<file path="src/rtl/vta_host_arb_if.sv">
// Host register-access request/response bundle.
// The arbiter is the slave on each requester side and the master on the downstream side.
interface vta_host_arb_if #(
    parameter int unsigned ADDR_BITS = 8,
    parameter int unsigned DATA_BITS = 32
) ();
    logic                 req_valid;
    logic                 req_opcode;
    logic [ADDR_BITS-1:0] req_addr;
    logic [DATA_BITS-1:0] req_value;
    logic                 req_deq;
    logic                 resp_valid;
    logic [DATA_BITS-1:0] resp_bits;

    modport master (
        output req_valid, req_opcode, req_addr, req_value,
        input  req_deq, resp_valid, resp_bits
    );

    modport slave (
        input  req_valid, req_opcode, req_addr, req_value,
        output req_deq, resp_valid, resp_bits
    );
endinterface

</file>
<file path="src/rtl/vta_host_arb.sv">
// Two-requester round-robin arbiter for the VTA host CSR port.
// One transaction is outstanding downstream at a time; reads are routed back
// to their originator, and a watchdog returns a poison word if a read stalls.
module vta_host_arb #(
    parameter int unsigned ADDR_BITS      = 8,
    parameter int unsigned DATA_BITS      = 32,
    parameter int unsigned TIMEOUT_CYCLES = 1024,
    parameter logic [31:0] TIMEOUT_VALUE  = 32'hDEADBEEF
) (
    input  logic               clock,
    input  logic               reset,
    vta_host_arb_if.slave      s0,
    vta_host_arb_if.slave      s1,
    vta_host_arb_if.master     m,
    output logic               grant,
    output logic               busy,
    output logic               timeout_err
);
    localparam int unsigned          CNT_W        = $clog2(TIMEOUT_CYCLES);
    localparam logic [CNT_W-1:0]     CNT_MAX      = CNT_W'(TIMEOUT_CYCLES - 1);
    localparam logic [DATA_BITS-1:0] TIMEOUT_DATA = DATA_BITS'(TIMEOUT_VALUE);

    typedef enum logic [1:0] {IDLE, REQ, RESP} state_t;

    state_t               state_q, state_n;
    logic                 grant_q, grant_n;
    logic                 rr_q, rr_n;
    logic                 busy_q, busy_n;
    logic                 err_q, err_n;
    logic [CNT_W-1:0]     cnt_q, cnt_n;
    logic                 mv_q, mv_n;
    logic                 mop_q, mop_n;
    logic [ADDR_BITS-1:0] maddr_q, maddr_n;
    logic [DATA_BITS-1:0] mval_q, mval_n;
    logic                 rv0_q, rv0_n, rv1_q, rv1_n;
    logic [DATA_BITS-1:0] rb0_q, rb0_n, rb1_q, rb1_n;
    logic [1:0]           deq_c;
    logic                 win;
    logic                 fire;
    logic [DATA_BITS-1:0] resp_data;

    // State and output registers.
    always_ff @(posedge clock or negedge reset) begin
        if (!reset) begin
            state_q <= IDLE;
            grant_q <= 1'b0;
            rr_q    <= 1'b0;
            busy_q  <= 1'b0;
            err_q   <= 1'b0;
            cnt_q   <= '0;
            mv_q    <= 1'b0;
            mop_q   <= 1'b0;
            maddr_q <= '0;
            mval_q  <= '0;
            rv0_q   <= 1'b0;
            rv1_q   <= 1'b0;
            rb0_q   <= '0;
            rb1_q   <= '0;
        end else begin
            state_q <= state_n;
            grant_q <= grant_n;
            rr_q    <= rr_n;
            busy_q  <= busy_n;
            err_q   <= err_n;
            cnt_q   <= cnt_n;
            mv_q    <= mv_n;
            mop_q   <= mop_n;
            maddr_q <= maddr_n;
            mval_q  <= mval_n;
            rv0_q   <= rv0_n;
            rv1_q   <= rv1_n;
            rb0_q   <= rb0_n;
            rb1_q   <= rb1_n;
        end
    end

    // Next-state, arbitration and response routing.
    always_comb begin
        state_n   = state_q;
        grant_n   = grant_q;
        rr_n      = rr_q;
        err_n     = err_q;
        cnt_n     = cnt_q;
        mv_n      = mv_q;
        mop_n     = mop_q;
        maddr_n   = maddr_q;
        mval_n    = mval_q;
        rv0_n     = 1'b0;
        rv1_n     = 1'b0;
        rb0_n     = rb0_q;
        rb1_n     = rb1_q;
        deq_c     = 2'b00;
        fire      = 1'b0;
        resp_data = m.resp_bits;
        // Contention goes to the round-robin pointer; otherwise to whoever asks.
        win       = (s0.req_valid && s1.req_valid) ? rr_q : s1.req_valid;

        case (state_q)
            IDLE: begin
                if (s0.req_valid || s1.req_valid) begin
                    deq_c   = win ? 2'b10 : 2'b01;
                    mop_n   = win ? s1.req_opcode : s0.req_opcode;
                    maddr_n = win ? s1.req_addr   : s0.req_addr;
                    mval_n  = win ? s1.req_value  : s0.req_value;
                    grant_n = win;
                    mv_n    = 1'b1;
                    state_n = REQ;
                end
            end
            REQ: begin
                if (m.req_deq) begin
                    mv_n = 1'b0;
                    if (mop_q) begin
                        rr_n    = ~grant_q;
                        state_n = IDLE;
                    end else begin
                        cnt_n   = '0;
                        state_n = RESP;
                    end
                end
            end
            RESP: begin
                cnt_n = cnt_q + CNT_W'(1);
                // A real response beats a coincident watchdog expiry.
                if (m.resp_valid) begin
                    fire = 1'b1;
                end else if (cnt_q == CNT_MAX) begin
                    fire      = 1'b1;
                    resp_data = TIMEOUT_DATA;
                    err_n     = 1'b1;
                end
                if (fire) begin
                    if (grant_q) begin
                        rv1_n = 1'b1;
                        rb1_n = resp_data;
                    end else begin
                        rv0_n = 1'b1;
                        rb0_n = resp_data;
                    end
                    rr_n    = ~grant_q;
                    state_n = IDLE;
                end
            end
            default: state_n = IDLE;
        endcase

        busy_n = (state_n != IDLE);
    end

    // Accept pulses are combinational and forced low while reset is held.
    assign s0.req_deq    = deq_c[0] & reset;
    assign s1.req_deq    = deq_c[1] & reset;
    assign s0.resp_valid = rv0_q;
    assign s0.resp_bits  = rb0_q;
    assign s1.resp_valid = rv1_q;
    assign s1.resp_bits  = rb1_q;
    assign m.req_valid   = mv_q;
    assign m.req_opcode  = mop_q;
    assign m.req_addr    = maddr_q;
    assign m.req_value   = mval_q;
    assign grant         = grant_q;
    assign busy          = busy_q;
    assign timeout_err   = err_q;
endmodule

</file>
<file path="src/flat_wrapper.sv">
// flat-port wrapper written by rule: the top's interface ports become plain ports
module vta_host_arb_flat 
#(
    parameter int unsigned ADDR_BITS      = 8,
    parameter int unsigned DATA_BITS      = 32,
    parameter int unsigned TIMEOUT_CYCLES = 1024,
    parameter logic [31:0] TIMEOUT_VALUE  = 32'hDEADBEEF
)
  (clock, reset, grant, busy, timeout_err, s0_req_valid, s0_req_opcode, s0_req_addr, s0_req_value, s0_req_deq, s0_resp_valid, s0_resp_bits, s1_req_valid, s1_req_opcode, s1_req_addr, s1_req_value, s1_req_deq, s1_resp_valid, s1_resp_bits, m_req_valid, m_req_opcode, m_req_addr, m_req_value, m_req_deq, m_resp_valid, m_resp_bits);
  vta_host_arb_if #(.ADDR_BITS(ADDR_BITS), .DATA_BITS(DATA_BITS)) s0_i ();
  vta_host_arb_if #(.ADDR_BITS(ADDR_BITS), .DATA_BITS(DATA_BITS)) s1_i ();
  vta_host_arb_if #(.ADDR_BITS(ADDR_BITS), .DATA_BITS(DATA_BITS)) m_i ();
  input  logic clock;
  input  logic reset;
  output logic grant;
  output logic busy;
  output logic timeout_err;
  input wire logic [$bits(s0_i.req_valid)-1:0] s0_req_valid;
  input wire logic [$bits(s0_i.req_opcode)-1:0] s0_req_opcode;
  input wire logic [$bits(s0_i.req_addr)-1:0] s0_req_addr;
  input wire logic [$bits(s0_i.req_value)-1:0] s0_req_value;
  output wire logic [$bits(s0_i.req_deq)-1:0] s0_req_deq;
  output wire logic [$bits(s0_i.resp_valid)-1:0] s0_resp_valid;
  output wire logic [$bits(s0_i.resp_bits)-1:0] s0_resp_bits;
  input wire logic [$bits(s1_i.req_valid)-1:0] s1_req_valid;
  input wire logic [$bits(s1_i.req_opcode)-1:0] s1_req_opcode;
  input wire logic [$bits(s1_i.req_addr)-1:0] s1_req_addr;
  input wire logic [$bits(s1_i.req_value)-1:0] s1_req_value;
  output wire logic [$bits(s1_i.req_deq)-1:0] s1_req_deq;
  output wire logic [$bits(s1_i.resp_valid)-1:0] s1_resp_valid;
  output wire logic [$bits(s1_i.resp_bits)-1:0] s1_resp_bits;
  output wire logic [$bits(m_i.req_valid)-1:0] m_req_valid;
  output wire logic [$bits(m_i.req_opcode)-1:0] m_req_opcode;
  output wire logic [$bits(m_i.req_addr)-1:0] m_req_addr;
  output wire logic [$bits(m_i.req_value)-1:0] m_req_value;
  input wire logic [$bits(m_i.req_deq)-1:0] m_req_deq;
  input wire logic [$bits(m_i.resp_valid)-1:0] m_resp_valid;
  input wire logic [$bits(m_i.resp_bits)-1:0] m_resp_bits;
  assign s0_i.req_valid = s0_req_valid;
  assign s0_i.req_opcode = s0_req_opcode;
  assign s0_i.req_addr = s0_req_addr;
  assign s0_i.req_value = s0_req_value;
  assign s0_req_deq = s0_i.req_deq;
  assign s0_resp_valid = s0_i.resp_valid;
  assign s0_resp_bits = s0_i.resp_bits;
  assign s1_i.req_valid = s1_req_valid;
  assign s1_i.req_opcode = s1_req_opcode;
  assign s1_i.req_addr = s1_req_addr;
  assign s1_i.req_value = s1_req_value;
  assign s1_req_deq = s1_i.req_deq;
  assign s1_resp_valid = s1_i.resp_valid;
  assign s1_resp_bits = s1_i.resp_bits;
  assign m_req_valid = m_i.req_valid;
  assign m_req_opcode = m_i.req_opcode;
  assign m_req_addr = m_i.req_addr;
  assign m_req_value = m_i.req_value;
  assign m_i.req_deq = m_req_deq;
  assign m_i.resp_valid = m_resp_valid;
  assign m_i.resp_bits = m_resp_bits;
  vta_host_arb #(.ADDR_BITS(ADDR_BITS), .DATA_BITS(DATA_BITS), .TIMEOUT_CYCLES(TIMEOUT_CYCLES), .TIMEOUT_VALUE(TIMEOUT_VALUE)) u_core (.clock(clock), .reset(reset), .s0(s0_i), .s1(s1_i), .m(m_i), .grant(grant), .busy(busy), .timeout_err(timeout_err));
endmodule
</file>
<file path="config.mk">
export PLATFORM = sky130hd
export DESIGN_NAME = vta_host_arb_flat
export DESIGN_NICKNAME = d
export VERILOG_FILES = /design/src/rtl/vta_host_arb_if.sv /design/src/rtl/vta_host_arb.sv /design/src/flat_wrapper.sv
export SDC_FILE = /design/constraint.sdc
export NUM_CORES = 1
export LEC_CHECK = 0
export ABC_AREA = 1
export CORE_MARGIN = 4
export CORE_UTILIZATION = 43
export DETAILED_ROUTE_END_ITERATION = 10
export PLACE_DENSITY_LB_ADDON = 0.3
export SLEW_MARGIN = 10
export SYNTH_ARGS = -nofsm -noshare
export SYNTH_HDL_FRONTEND = slang
export SYNTH_SLANG_ARGS = --single-unit
export TNS_END_PERCENT = 50
</file>
<file path="constraint.sdc">
create_clock -name clock -period 1.77 [get_ports clock]
set_clock_uncertainty 0.05 [all_clocks]
set_input_delay 0.354 -clock clock [delete_from_list [all_inputs] [get_ports clock]]
set_output_delay 0.354 -clock clock [all_outputs]
set_load 0.01 [all_outputs]
</file>
### Yosys cells after proc, flatten, opt, wreduce, memory -nomap -nowiden

Cells that the tools add are included.

* add/subtract/negate cells: 1
* multipliers: 0
* div/mod/pow operators: 0
* magnitude comparators: 0
* equal/unequal tests: 8
* shift operators: 0
* mux-type cells: 33
* bitwise operators: 4
* reductions and logical operators: 13

Operators by type and width (count)
* 32-bit 2-to-1 mux: 3
* 10-bit 2-to-1 mux: 2
* 10-bit case mux with 2 select lines: 1
* 1-bit 2-to-1 mux: 16
* 3-bit AND reduction: 5
* 2-bit 2-to-1 mux: 7
* 10-bit by 1-bit adder with 10-bit output, second input constant: 1
* 10-bit equality test, second input constant: 1
* 8-bit 2-to-1 mux: 1
* 2-bit by 1-bit != test with 1-bit output, second input constant: 3
* 2-bit case mux with 3 select lines: 1
* 2-bit nonzero test: 3
* 2-bit != test, second input constant: 2
* 1-bit case mux with 2 select lines: 2
* 4-bit AND reduction: 1
* 1-bit AND: 2
* 2-bit by 1-bit equality test with 1-bit output, second input constant: 1
* 2-bit equality test, second input constant: 1
* 2-bit zero test: 1
* 1-bit NOT: 2
* 2-bit AND reduction: 1
* 1-bit logical AND: 1
* 1-bit logical OR: 1

* register bits after elaboration: 124
* latch bits: 0
* memory bits (writable): 0
* ROM bits: 0
* input bits: 120
* output and inout bits: 113
* logic and storage cells: 73
* memories kept: 0

### Longest topological paths before layout

* depth after elaboration: 7
* depth in mapped cells: 9
* gate-level depth less buffers: 9

### Worst setup path after synthesis

Ideal clock, no wire load.

* path type: input to output
* from: input s1_req_valid
* to: output s0_req_deq
* arrival: 1.314 ns
* data required time: 1.366 ns
* setup slack: 0.052 ns
* cell stages on the path: 7
* buffers on the path: 3
* cells stage by stage: buf_2 -> nor2_1 -> nor2_2 -> buf_2 -> buf_2 -> nand2_1 -> nor2_1

* word-level cells in the longest chain between the ends: 6
* elaborated cells on any way between the ends: 7
* those cells by class: 4 x mux; 1 x bitwise; 2 x reduce/logical

RTL lines
* start: declaration: line flat_wrapper.sv:25 `input wire logic [$bits(s1_i.req_valid)-1:0] s1_req_valid;`
* 1-bit logical AND: line vta_host_arb.sv:96 `win = (s0.req_valid && s1.req_valid) ? rr_q : s1.req_valid;`
* 1-bit 2-to-1 mux: line vta_host_arb.sv:96
* 2-bit 2-to-1 mux: line vta_host_arb.sv:101 `deq_c = win ? 2'b10 : 2'b01;`
* 2-bit 2-to-1 mux (*): line vta_host_arb.sv:100 `if (s0.req_valid || s1.req_valid) begin`
* 2-bit 2-to-1 mux (*): line vta_host_arb.sv:98 `case (state_q)`
* 1-bit AND (*): line vta_host_arb.sv:151 `assign s0.req_deq = deq_c[0] & reset;`
* end: declaration: line flat_wrapper.sv:22 `output wire logic [$bits(s0_i.req_deq)-1:0] s0_req_deq;`

Every way passes the cells marked *; elsewhere a longest branch is shown, timed or not.

### Worst setup path in the final report

* from: register u_core.state_q[1]
* to: output s1_req_deq

* word-level cells in the longest chain between the ends: 3

RTL lines
* start: declaration: line vta_host_arb.sv:25 `state_t state_q, state_n;`
* start signal: assignment: line vta_host_arb.sv:60 `state_q <= state_n;`
* 2-bit zero test: line vta_host_arb.sv:98
* 2-bit 2-to-1 mux: line vta_host_arb.sv:98
* 1-bit AND: line vta_host_arb.sv:152 `assign s1.req_deq = deq_c[1] & reset;`
* end: declaration: line flat_wrapper.sv:29 `output wire logic [$bits(s1_i.req_deq)-1:0] s1_req_deq;`

No other way between the ends.

==> results.txt <==
The path class of the lowest-slack min-delay path is in -> async. Setup violations remaining at the end of the flow were counted as 1. The final number of hold-violating endpoints is 0. The largest vdd supply drop is 0.00115 V. The transition time at the pin with the least slew margin came out at 649 ps. TritonCTS built the clock tree. The register clock-pin slew on the reported worst setup and hold paths is 50 ps.

The repair_antennas step left the layout with diodes totalling 0. The data arrival time at the worst-slack endpoint came out at 1380 ps. The layout filler cell count is 929. The initial detailed-routing violation count came out at 501.

The slowest stage of the critical path is the sky130_fd_sc_hd__dfrtp_1 cell. The die span in x is 123 um. For this run, the detailed router's first-pass iteration total came to 5. The global-route usage over all layers is 0.229. The minimum clock period after layout is 1780 ps. Once routing completed, OpenROAD measured the worst setup slack at -11.4 ps. In the routed layout, each cell is associated on average with a via count of 5.24.

The total wire length came out at 17400 um. The total of buffers placed on input and output ports is 232. The global-route wire length before repair came out at 27300 um. The number of buffers added to fix hold violations after cts came out at 0. In this run, CTS created clock tree buffers numbering 17. The area enclosed by the die boundary is 15100 sq um.

The portion of the post-synthesis area used by sequential elements came out at 0.548. In this run, synthesis inferred 0 flip-flops with an integrated enable. The power per cell area is 1660 nW/um^2. Yosys printed 0 warnings. The register bit count reported by yosys came out at 124. The fraction of synthesis flops using an asynchronous set or reset pin came out at 1.00. The count of nets left with antenna violations after detail routing is 0. The net count of the finished layout came out at 1024. The layout overhead on the synthesized area is 58.5%. Traced cell by cell, the critical path runs through inv_2, nand2_4, nor2_4, nand3_2, nor2_1, buf_2.

The share of cells above drive strength 1 is 0.103. The overall power came out at 14.9 mW. The number of global-route vias before repair came out at 5682. The initial standard-cell utilization of the core is 0.443. The root buffer cell chosen for the clock tree is sky130_fd_sc_hd__clkbuf_16. The number of cell rows is 41. The placeable core region is 12800 sq um. The relative slew slack is 0.567. The highest cell delay on the worst timing path is 380 ps.

Broken down by cell family, the worst path's largest delay share belongs to flip-flops. The clock network latency to the later pin of the worst-skew pair came out at 400 ps. The max-capacitance violation count is 0. The pin count of the biggest net entering global routing came out at 125. The total overflow left after global routing is 0. The final reports fail on setup timing. The most used flip-flop cell after synthesis is sky130_fd_sc_hd__dfrtp_1. The detailed placement HPWL came out at 12200 um. The worst setup path is launched from a flip-flop.

The buffers plus inverters on the worst setup path is 2. The H-tree generated during clock tree synthesis spans 4 levels. In this run the worst path has a maximum fanout of 4. The number of sinks driven by the clock tree came out at 124. The netlist area before placement is 5660 sq um. Data on the critical path is required at its endpoint by 1370 ps. The analysis attributes to cell leakage a power of 4.43 nW. The net count after synthesis is 789. The run finished, with violations left. The maximum root-to-sink buffer count is 2. Dividing the detail-routed wire length by the instance count gives 16.0 um. The final-report max-slew violation count was 0.

By startpoint and endpoint, the worst setup path is classified as reg -> out. In the finished design, the share of the clock period the worst path needs comes to 1.01. The number of antenna violations at the first check in global routing came out at 0. Once layout is complete, the cells apart from fillers number 1085. Including well taps, the total number of placed cells is 1046. The number of design rule violations left after detail routing came out at 0. STA classifies the critical path endpoint as an output pin. Setup repair after global routing could not meet its margin everywhere. Synthesis produced 668 cells.

The number of vias in the routed layout came out at 5681. The placer's final routability congestion estimate came out at 0.872. The post-synthesis average cell area is 8.47 sq um. The highest clock rate is 561 MHz. The number of top-level pins came out at 233. The count of distinct cell types in the synthesized netlist is 27.

The height of the die is 123 um.
==> layout by cell type (no fill, tap or decap), types with 2 or more instances in the layout <==
cell type                         instances
sky130_fd_sc_hd__dfrtp_1                123
sky130_fd_sc_hd__nor2_1                  12
sky130_fd_sc_hd__bufinv_16                2
sky130_fd_sc_hd__clkbuf_8                 4
sky130_fd_sc_hd__inv_1                   39
sky130_fd_sc_hd__a21oi_1                  5
sky130_fd_sc_hd__nand4_1                 42
sky130_fd_sc_hd__nand2_2                  4
sky130_fd_sc_hd__nor2_4                   2
sky130_fd_sc_hd__inv_2                    4
sky130_fd_sc_hd__nand2_1                211
sky130_fd_sc_hd__dlygate4sd2_1            5
sky130_fd_sc_hd__o21ai_0                  7
sky130_fd_sc_hd__a31oi_1                  2
sky130_fd_sc_hd__clkbuf_16               19
sky130_fd_sc_hd__nand3_1                126
sky130_fd_sc_hd__buf_2                    2
sky130_fd_sc_hd__clkinv_2                 3
sky130_fd_sc_hd__buf_12                   9
sky130_fd_sc_hd__clkdlybuf4s50_1        209
sky130_fd_sc_hd__nor3_1                   2
sky130_fd_sc_hd__nor2_2                   2
sky130_fd_sc_hd__buf_4                   21
sky130_fd_sc_hd__nand3_2                 13
sky130_fd_sc_hd__clkinvlp_4               2
sky130_fd_sc_hd__dlymetal6s2s_1          15
sky130_fd_sc_hd__o21ai_1                 16
==> per-layer routing <==
layer | track usage | up-vias | share of wire
li1 | - | 2678 | -
met1 | 0.286 | 2667 | 0.39
met5 | 0 | - | 0
met2 | 0.368 | 302 | 0.47
met4 | 0.0819 | 0 | 0.022
met3 | 0.0788 | 34 | 0.11
==> final timing paths <==
path | startpoint | end | slack [ps] | cells past startpoint
max | u_core.state_q[1] | s1_req_deq | -10 | 6
min | reset | u_core.s0.resp_bits[19] | 60 | 2
max reg2reg | u_core.cnt_q[0] | u_core.s1.resp_bits[5] | 30 | 9
min reg2reg | u_core.timeout_err | u_core.timeout_err | 420 | 1
max in group asynchronous | reset | u_core.grant | 1110 | 2
min in group clock | u_core.timeout_err | u_core.timeout_err | 420 | 1
==> cell type report <==
| type | instances | area (sq um) | share of cell area |
|---|---|---|---|
| clock buffer | 22 | 484 | 0.0540 |
| sequential | 124 | 3100 | 0.346 |
| clock inverter | 7 | 90.1 | 0.0100 |
| multi-input combinational | 452 | 2180 | 0.243 |
| inverter | 44 | 165 | 0.0184 |
| timing repair buffer | 264 | 2730 | 0.305 |
| tap | 172 | 215 | 0.0240 |
==> sequential cells by signal, indices dropped and copies added, names as in the netlist, 2 cells and up <==
register	cells
u_core.cnt_q	10
u_core.m.req_addr	8
u_core.m.req_value	32
u_core.s0.resp_bits	32
u_core.state_q	2
u_core.s1.resp_bits	32
==> power by group <==
group	leakage (nW)	switching [mW]	internal, mW
Clock	0.280	1.15	2.19
Combinational	2.57	3.22	3.40
Sequential	1.58	0.815	4.14
Total	4.43	5.19	9.73
==> worst register-to-register path: stages (launching register included) <==
cell,delay (ps)
sky130_fd_sc_hd__dfrtp_1,420
sky130_fd_sc_hd__ha_2,220
sky130_fd_sc_hd__nand2_2,90
sky130_fd_sc_hd__nor2_4,130
sky130_fd_sc_hd__nand3_4,110
sky130_fd_sc_hd__a21oi_4,180
sky130_fd_sc_hd__buf_12,150
sky130_fd_sc_hd__buf_12,150
sky130_fd_sc_hd__nand3_1,100
sky130_fd_sc_hd__nand2_1,80
==> cell usage after synthesis, types with 2 or more instances <==
master | instances | area, sq um
sky130_fd_sc_hd__nand3_1 | 127 | 636
sky130_fd_sc_hd__nand2_2 | 3 | 18.8
sky130_fd_sc_hd__nand4_1 | 42 | 263
sky130_fd_sc_hd__o21ai_0 | 7 | 35.0
sky130_fd_sc_hd__buf_2 | 24 | 120
sky130_fd_sc_hd__clkbuf_1 | 21 | 78.8
sky130_fd_sc_hd__dfrtp_1 | 124 | 3100
sky130_fd_sc_hd__nor3_1 | 2 | 10.0
sky130_fd_sc_hd__nand3_2 | 12 | 120
sky130_fd_sc_hd__nor2_1 | 12 | 45.0
sky130_fd_sc_hd__nand2_1 | 213 | 800
sky130_fd_sc_hd__a21oi_1 | 5 | 25.0
sky130_fd_sc_hd__a31oi_1 | 2 | 12.5
sky130_fd_sc_hd__nor2_2 | 3 | 18.8
sky130_fd_sc_hd__inv_1 | 42 | 158
sky130_fd_sc_hd__buf_6 | 3 | 33.8
sky130_fd_sc_hd__o21ai_1 | 16 | 80.1
==> timing repair <==
action,in CTS,in global routing
endpoints found under the setup margin,6,44
resized for setup,18,20
cloned,0,2
pin swaps,3,6
setup buffers,4,4
==> logic make-up after synthesis <==
group                    Yosys count  synth area share
buffers and inverters             92            0.0703
adder cells (fa/ha/maj)            1           0.00221
AND/OR/NAND/NOR                  417             0.345
flip-flops                       124             0.548
AO/OA/AOI/OAI                     34            0.0343
==> metrics by stage <==
stage | hold WS (ps) | instance area (sq um) | TNS, ps | utilization | setup slack, ps
floorplan | 8.41 | 5660 | 0 | - | 52.0
global placement | 408 | 8230 | -14010 | 0.644 | -475
detailed placement | 412 | 8230 | -18200 | 0.644 | -524
CTS | 96.0 | 8830 | -49.7 | 0.692 | -27.5
global route | 95.1 | 8970 | -626 | 0.702 | -94.3
finish | 57.9 | 8970 | -11.4 | 0.702 | -11.4
(Power assumes the default switching activity.)
